[config.mk]
export PLATFORM = sky130hd
export DESIGN_NAME = scan_frame_tx_ctrl
export DESIGN_NICKNAME = d
export VERILOG_FILES = /design/src/rtl/scan_frame_tx_ctrl.sv
export SDC_FILE = /design/constraint.sdc
export NUM_CORES = 1
export LEC_CHECK = 0
export BUFFER_PORTS_ARGS = -buffer_cell sky130_fd_sc_hd__buf_4
export CAP_MARGIN = 40
export CORE_MARGIN = 2
export CORE_UTILIZATION = 54
export CTS_CLUSTER_SIZE = 40
export DETAILED_ROUTE_END_ITERATION = 16
export GPL_TIMING_DRIVEN = 0
export PLACE_DENSITY = 0.81
export SLEW_MARGIN = 25
export SYNTH_ARGS = -nofsm -noshare
export SYNTH_HDL_FRONTEND = slang
export SYNTH_SLANG_ARGS = --single-unit
[constraint.sdc]
create_clock -name clk_i -period 3.9 [get_ports clk_i]
set_input_delay 0.195 -clock clk_i [delete_from_list [all_inputs] [get_ports clk_i]]
set_output_delay 0.195 -clock clk_i [all_outputs]
set_load 0.01 [all_outputs]
[src/rtl/scan_frame_tx_ctrl.sv]
// scan_frame_tx_ctrl: queues scan begin/test/end and encode-trigger events and sends each
// as a sync word (+ encoder payload) over a valid/ready word port.
module scan_frame_tx_ctrl #(
  parameter int DATA_WIDTH = 16,
  parameter int TRIG_CH = 2,
  parameter int PAYLOAD_WORDS = 2,
  parameter int FIFO_DEPTH = 8,
  parameter logic [15:0] SYNC_SCAN_BEGIN = 16'h5A51,
  parameter logic [15:0] SYNC_SCAN_TEST = 16'h5A53,
  parameter logic [15:0] SYNC_SCAN_END = 16'h5A50,
  parameter logic [15:0] SYNC_ENCODE_BASE = 16'hECDE,
  localparam int PW = (PAYLOAD_WORDS > 0) ? PAYLOAD_WORDS : 1,
  localparam int AW = $clog2(FIFO_DEPTH)
) (
  input  logic                     clk_i,
  input  logic                     rst_n_i,
  input  logic                     pmt_scan_cmd_sel_i,
  input  logic [3:0]               pmt_scan_cmd_i,
  input  logic [TRIG_CH-1:0]       track_trigger_i,
  input  logic [PW*DATA_WIDTH-1:0] encode_val_i,
  output logic                     tx_valid_o,
  output logic [DATA_WIDTH-1:0]    tx_data_o,
  input  logic                     tx_ready_i,
  output logic                     pmt_start_en_o,
  output logic                     pmt_start_test_en_o,
  output logic [AW:0]              fifo_level_o,
  output logic [15:0]              drop_cnt_o,
  output logic                     busy_o
);
  localparam int KW = (PW > 1) ? $clog2(PW) : 1;
  localparam logic [KW-1:0] KLAST = KW'(PW - 1);
  localparam logic HAS_PAY = PAYLOAD_WORDS > 0;
  typedef enum logic [1:0] {S_IDLE, S_SYNC, S_PAYLOAD} state_t;
  state_t r_state, w_state_nxt;
  logic r_scan, r_scan_d, r_test;
  logic [AW-1:0] r_wr, r_rd;
  logic [AW:0] r_level;
  logic [15:0] r_drop;
  logic [KW-1:0] r_k, w_k_nxt;
  logic [DATA_WIDTH-1:0] r_sync_mem [FIFO_DEPTH];
  logic r_enc_mem [FIFO_DEPTH];
  logic [PW-1:0][DATA_WIDTH-1:0] r_pay_mem [FIFO_DEPTH];
  logic w_rise, w_fall, w_ctrl, w_enc_push, w_push, w_pop, w_has_pay, w_unused;
  logic [TRIG_CH-1:0] w_trig;
  logic [2:0] w_ch;
  logic [3:0] w_ntrig, w_drops;
  logic [15:0] w_sync16;
  logic [16:0] w_drop_sum;
  logic [DATA_WIDTH-1:0] w_word;

  assign w_unused = ^pmt_scan_cmd_i[3:2];
  assign w_rise = r_scan & ~r_scan_d;
  assign w_fall = ~r_scan & r_scan_d;
  assign w_ctrl = w_rise | w_fall;
  assign w_trig = r_scan_d ? track_trigger_i : '0;

  always_comb begin
    w_ch = '0;
    w_ntrig = '0;
    for (int i = TRIG_CH - 1; i >= 0; i--) if (w_trig[i]) w_ch = 3'(i);
    for (int i = 0; i < TRIG_CH; i++) w_ntrig = w_ntrig + 4'(w_trig[i]);
  end

  // Encodes keep one slot free so an END can always follow them into the queue.
  assign w_enc_push = ~w_ctrl & (|w_trig) & (r_level < (AW+1)'(FIFO_DEPTH - 1));
  assign w_push = (w_ctrl & (r_level < (AW+1)'(FIFO_DEPTH))) | w_enc_push;
  assign w_drops = w_ntrig - 4'(w_enc_push);
  assign w_drop_sum = {1'b0, r_drop} + 17'(w_drops);
  assign w_sync16 = w_rise ? (r_test ? SYNC_SCAN_TEST : SYNC_SCAN_BEGIN) :
                    w_fall ? SYNC_SCAN_END : SYNC_ENCODE_BASE - 16'(w_ch);

  always_ff @(posedge clk_i or negedge rst_n_i) begin
    if (!rst_n_i) begin
      r_scan <= 1'b0;
      r_scan_d <= 1'b0;
      r_test <= 1'b0;
      r_drop <= '0;
      r_wr <= '0;
      r_rd <= '0;
      r_level <= '0;
      r_state <= S_IDLE;
      r_k <= '0;
    end else begin
      if (pmt_scan_cmd_sel_i) r_scan <= pmt_scan_cmd_i[0];
      if (pmt_scan_cmd_sel_i & pmt_scan_cmd_i[0]) r_test <= pmt_scan_cmd_i[1];
      r_scan_d <= r_scan;
      r_drop <= w_rise ? '0 : (w_drop_sum[16] ? 16'hFFFF : w_drop_sum[15:0]);
      if (w_push) r_wr <= r_wr + AW'(1);
      if (w_pop) r_rd <= r_rd + AW'(1);
      r_level <= r_level + (AW+1)'(w_push) - (AW+1)'(w_pop);
      r_state <= w_state_nxt;
      r_k <= w_k_nxt;
    end
  end

  always_ff @(posedge clk_i) begin
    if (w_push) begin
      r_sync_mem[r_wr] <= DATA_WIDTH'(w_sync16);
      r_enc_mem[r_wr] <= ~w_ctrl;
      r_pay_mem[r_wr] <= encode_val_i;
    end
  end

  // The head entry stays in the queue while its frame is sent and is retired on the last handshake.
  assign w_has_pay = r_enc_mem[r_rd] & HAS_PAY;

  always_comb begin
    w_state_nxt = r_state;
    w_k_nxt = r_k;
    w_pop = 1'b0;
    case (r_state)
      S_IDLE: w_state_nxt = (r_level != '0) ? S_SYNC : S_IDLE;
      S_SYNC: if (tx_ready_i) begin
        w_k_nxt = '0;
        w_state_nxt = w_has_pay ? S_PAYLOAD : S_IDLE;
        w_pop = ~w_has_pay;
      end
      S_PAYLOAD: if (tx_ready_i) begin
        w_k_nxt = r_k + KW'(1);
        w_state_nxt = (r_k == KLAST) ? S_IDLE : S_PAYLOAD;
        w_pop = (r_k == KLAST);
      end
      default: w_state_nxt = S_IDLE;
    endcase
  end

  assign w_word = r_pay_mem[r_rd][KLAST - r_k];
  assign tx_valid_o = r_state != S_IDLE;
  assign tx_data_o = (r_state == S_SYNC) ? r_sync_mem[r_rd] : (r_state == S_PAYLOAD) ? w_word : '0;
  assign pmt_start_en_o = r_scan_d;
  assign pmt_start_test_en_o = r_scan_d & r_test;
  assign fifo_level_o = r_level;
  assign drop_cnt_o = r_drop;
  assign busy_o = tx_valid_o | (r_level != '0);
endmodule

; ---- Word level (Yosys, flattened, before mapping)
; Memory sizes are Yosys's and may differ from the RTL's.
; Cells that the tools add are included.
[totals]
input_bits = 42
reg_bits = 32
mem_count = 3
elab_cells = 76
ramBits = 392
[op_classes]
n_eq_ne = 4
muxes = 26
n_reduce_logical = 7
addsub = 10
magnitude_cmp = 3
bitwise = 14
[mem_list]
columns = memory, words, word_bits, read_ports, rd_ports_with_merged_regs, wr, line_no
row1 = r_pay_mem, 8, 32, 1, 0, 1, 42  ; logic [PW-1:0][DATA_WIDTH-1:0] r_pay_mem [FIFO_DEPTH];
row2 = r_sync_mem, 8, 16, 1, 0, 1, 40  ; logic [DATA_WIDTH-1:0] r_sync_mem [FIFO_DEPTH];
row3 = r_enc_mem, 8, 1, 1, 0, 1, 41  ; logic r_enc_mem [FIFO_DEPTH];
[op_table]
columns = operator, count
row1 = $mux 16, 8
row2 = $add 16x4->17, 1
row3 = $sub 14x4->15 const A, 1
row4 = $mux 2, 6
row5 = $mux 1, 9
row6 = $and 1x1->1, 7
row7 = $add 3x1->3 const B, 2
row8 = $pmux 2 s3, 1
row9 = $add 4x1->4, 1
row10 = $lt 4x3->1 const B, 1
row11 = $lt 4x4->1 const B, 1
row12 = $ne 2x2->1 const B, 2
row13 = $not 1->1, 4
row14 = $pmux 1 s2, 2
row15 = $reduce_bool 2->1, 2
row16 = $reduce_bool 4->1, 1
row17 = $sub 4x1->4, 1
row18 = $or 1x1->1, 3
row19 = $reduce_and 3->1, 1
row20 = $sub 2x1->3, 1
row21 = $add 1x1->2, 1
row22 = $eq 2x1->1 const B, 1
row23 = $eq 2x2->1 const B, 1
row24 = $logic_not 2->1, 1
row25 = other kinds (5), 5

; ---- Depth between registers and ports, before layout
[depth]
word_depth = 10
mapped_depth = 16
depth_no_buf = 16

; ---- Least setup slack after synthesis
; Ideal clock, no wire load.
[synth_path]
path_kind = flip-flop to flip-flop
start = register r_scan_d (netlist: pmt_start_en_o)
end = memory r_pay_mem[1][0] (netlist name), enable pin
required_ns = 3.426
period_less_slack_ns = 4.286
path_buffers = 0
slack_ns = -0.386
t_arrival_ns = 3.812
path_stages_with_launch = 7
setup_ns = 0.474
path_cell_list = dfrtp_1 > inv_1 > ha_1 > inv_1 > a21o_1 > nand3_1 > nor3_1
[synth_via]
elab_chain_cells = 9
word_cells_on_any_way = 13
[synth_lines]
columns = item, line_no
row1 = "start, declared", 35  ; logic r_scan, r_scan_d, r_test;
row2 = "start signal, assigned", 86  ; r_scan_d <= r_scan;
row3 = $not 1->1, 52  ; assign w_rise = r_scan & ~r_scan_d;
row4 = $and 1x1->1, 52
row5 = $or 1x1->1, 54  ; assign w_ctrl = w_rise | w_fall;
row6 = $not 1->1, 65  ; assign w_enc_push = ~w_ctrl & (|w_trig) & (r_level < (AW+1)'(FIFO_DEPTH - 1));
row7 = $and 1x1->1 (2 in series), 65
row8 = $or 1x1->1 (*), 66  ; assign w_push = (w_ctrl & (r_level < (AW+1)'(FIFO_DEPTH))) | w_enc_push;
row9 = $mux 1 (*), 97  ; if (w_push) begin
row10 = $mux 1 (implied by the code) (*), 100  ; r_pay_mem[r_wr] <= encode_val_i;
row11 = "end, declared", 42
; Every way passes the cells marked *; elsewhere a longest branch is shown, timed or not.

; ---- Worst setup path after layout
[layout_path]
start = register r_state[0]
end = output port tx_data_o[12]
[layout_via]
elab_chain_cells = 3
word_cells_on_any_way = 4
[layout_lines]
columns = item, line_no
row1 = "start, declared", 34  ; state_t r_state, w_state_nxt;
row2 = "start signal, assigned", 91  ; r_state <= w_state_nxt;
row3 = $eq 2x2->1, 129  ; assign tx_data_o = (r_state == S_SYNC) ? r_sync_mem[r_rd] : (r_state == S_PAYLOAD) ? w_word : '0;
row4 = $mux 16, 129
row5 = $mux 16 (*), 129
row6 = "end, declared", 22  ; output logic [DATA_WIDTH-1:0] tx_data_o,
; Marked as above.

==> flow_summary_export.csv <==
group,metric,value,unit
timing,post-route-period-util,93.1,%
final_layout,nFillCells,1470,
timing,slew_violations,0,
clocking,h-tree-depth,1,
logic_synthesis,synth-edff-count,288,
power,p_seq_share,41.0,%
clocking,cts_tree,"done",
route,route.detailed.wl_per_inst,24.0,um
power,power_density,688,mW/mm2
global_route,grt_pass1_vias,7496,
setup_path,worst_setup_path_end_kind,"output pin",
floorplan,die_h,159,um
setup_path,worst-path-max-fanout,8,
run,maxCapViolCount,0,
route,detailedRoute.firstIterationViolations,630,
final_layout,antenna-diode-count,0,
logic_synthesis,syn-num-nets,743,
route,antenna_left,0,
floorplan,die_area,0.0252,mm2
power,switching_power,3290,uW
power,power.internal,7620,uW
setup_path,crit_chain,"inv_1 > ha_1 > or3b_2 > clkbuf_1 > nor2_1 > a22oi_1 > o211ai_1 > buf_4",
global_route,antenna_found_initial,0,
power,swShare,30.2,%
route,drc,0,
clocking,clkTransAtPathRegs,0.06,ns
floorplan,fp.coreArea,0.0235,mm2
clocking,clockBufferDepth,3,
logic_synthesis,ys_types,58,
power,ir_drop,0.423,mV
timing,clock.fmax,276,MHz
timing,worst_slew_pin_slew,0.826,ns
clocking,cts_sinks,320,
logic_synthesis,synthesis.instances,679,
clocking,cts_root_buf,"clkbuf_16",
floorplan,ioPinCount,82,
logic_synthesis,async_flop_share,10.0,%
global_route,grt_usage,22.9,%
setup_path,crit_path_top_delay_cell,"nor2_1",
min_path,hold_path_class,"in -> async",
timing,fin_tns_setup,0,ns
clocking,clk_latency,0.55,ns
placement,place_ws,-0.321,ns
setup_path,slowest_delay,0.69,ns
setup_path,r2r-start,"pmt_start_en_o",
timing,period_needed,3.63,ns
timing,clock_skew,0.0157,ns
final_layout,seq_area,0.00945,mm2
logic_synthesis,ys_warn_count,0,
placement,gp_congestion,0.874,
setup_path,cp.arrival,3.43,ns
timing,hold_violations,0,
route,routed_via_density,6.09,
logic_synthesis,syn-cell-area,0.0129,mm2
timing,relSlewSlack,44.7,%
final_layout,multiInputGateArea,0.00337,mm2
global_route,grt_pass1_wl,43900,um
status,status,"finished clean",
final_layout,finalNetCount,916,
route,first_pass_iters,5,
floorplan,row_count,56,
power,clockPowerShare,27.7,%
final_layout,syn_to_final_growth,22.6,%
floorplan,initial_core_util,55.1,%
global_route,grt_max_degree,33,
setup_path,reg2reg_depth,14,
setup_path,crit_type,"reg -> out",
timing,finalSetupViolCount,0,
final_layout,drive_above_1_share,28.9,%
power,power_frac_comb,31.3,%
power,leakage,0.00556,uW
logic_synthesis,synth-seq-cells,320,
route,wirelength,28700,um
global_route,overflow,0,
setup_path,worstSetupStartpointType,"flip-flop",
setup_path,crit_path_start,"r_state[0]",
logic_synthesis,synth_ff_type,"edfxtp_1",
route,vias,7277,
logic_synthesis,ys_seq_area_share,73.0,%
timing,setup_slack,0.270,ns
placement,place.port_buffers,79,
timing,rsz0062_at_grt,"no",
power,finalPower,10900,uW
placement,dpl.hpwl,17900,um
floorplan,die_w,159,um
final_layout,fin_util,67.6,%
clocking,cts_buffers,31,
logic_synthesis,syn_avg_cell_area,19.1,um2
timing,timing.hold.ws,0.126,ns
setup_path,critPathRequiredTime,3.70,ns
sequential cells by signal, summed over array words and instances, names as in the netlist:
name            flops
r_state             2
r_rd                3
pmt_start_en_o      1
r_wr                3
r_scan              1
r_test              1
r_k                 1
r_pay_mem         256
drop_cnt_o         16
fifo_level_o        4
r_sync_mem         32
routing by layer:
layer  part of all wire, %  wire length, um  up-vias  GRT usage (%)
met5                     0                0        -              0
met4                   2.0              571        0           6.76
met3                   7.7             2230       58           3.61
met2                    50            14400      365           38.3
met1                    40            11500     3733           31.7
li1                      -                -     3121              -
stage by stage:
step	std cells	area (um2)
final	1195	15900
after global routing	1195	15900
after CTS	1193	15800
after detailed placement	1096	14400
after global placement	1077	13900
after floorplan	679	12900
critical path, delay by kind of cell, from the launching register on:
kind,cells,cell delay [ns]
AO/OA/AOI/OAI,2,0.39
adder cells (fa/ha/maj),1,0.32
buffers and inverters,3,0.58
flip-flops,1,0.41
AND/OR/NAND/NOR,2,1.19
final timing paths:
| check | to | slack, ns |
|---|---|---|
| setup / recovery | tx_data_o[12] | 0.27 |
| hold / removal | drop_cnt_o[15] | 0.13 |
| setup reg to reg | drop_cnt_o[9] | 0.35 |
| hold reg to reg | pmt_start_en_o | 0.45 |
| max in group asynchronous | pmt_start_en_o | 3.43 |
| min in group clk_i | r_sync_mem[2][0] | 0.18 |
cells in the mapped netlist (all sizes together), types with 5 or more instances:
master / number / share of area (%)
a31oi: 9 / 0.44
and2: 6 / 0.29
inv: 30 / 0.87
a21oi: 11 / 0.43
buf: 14 / 0.52
ha: 20 / 1.9
a22oi: 19 / 1.1
a21o: 5 / 0.31
dfrtp: 32 / 6.2
edfxtp: 288 / 67
nor2: 18 / 0.52
nand2b: 5 / 0.24
o31ai: 5 / 0.29
a211oi: 5 / 0.33
nand2: 13 / 0.38
nand3: 18 / 0.70
o21ai: 10 / 0.39
xnor2: 9 / 0.61
clkbuf: 12 / 0.35
mux4: 68 / 12
nor3: 7 / 0.27
a221oi: 5 / 0.34
mux2i: 17 / 1.3
layout by cell type, fill, tap and decap left out, types with 17 or more instances in the layout:
cell | netlist | final
edfxtp_1 | 288 | 288
buf_4 | 1 | 83
mux4_2 | 68 | 68
dlygate4sd3_1 | 0 | 38
clkbuf_16 | 0 | 31
dfrtp_1 | 32 | 31
inv_1 | 29 | 28
clkbuf_1 | 12 | 20
a22oi_1 | 19 | 19
ha_1 | 20 | 19
mux2i_1 | 17 | 17
nand3_1 | 18 | 17
kinds of logic after synthesis:
family | share of synthesized area, %
mux | 13.5
flops | 73.0
compound gates | 4.99
buf+inv | 1.74
xor+xnor | 0.745
fa+ha+maj | 2.24
simple gates | 3.74
final cells by class:
class	instances	share of cell area, %
flip-flops and latches	320	59.6
multi-input cells	303	21.3
clock buffers	42	5.34
plain buffers	26	0.710
inverters	30	0.734
repair buffers	140	8.69
clock inverters	15	1.18
well taps	319	2.52
what timing repair did:
action | CTS | global route
endpoints found under the setup margin | 15 | 16
hold endpoints to repair | 291 | 0
pin swaps | 1 | 1
resized for setup | 4 | 5
buffers inserted | 2 | 1
hold buffers | 38 | 0
power groups by stage:
stage / logic [uW] / clock network, uW / registers, uW
after floorplan: 2070 / 0 / 4500
after global placement: 3080 / 0 / 4530
after detailed placement: 3350 / 0 / 4530
after CTS: 3420 / 3050 / 4470
after global routing: 3660 / 3180 / 4510
final: 3420 / 3020 / 4480
Power figures use the tool's default switching activity.
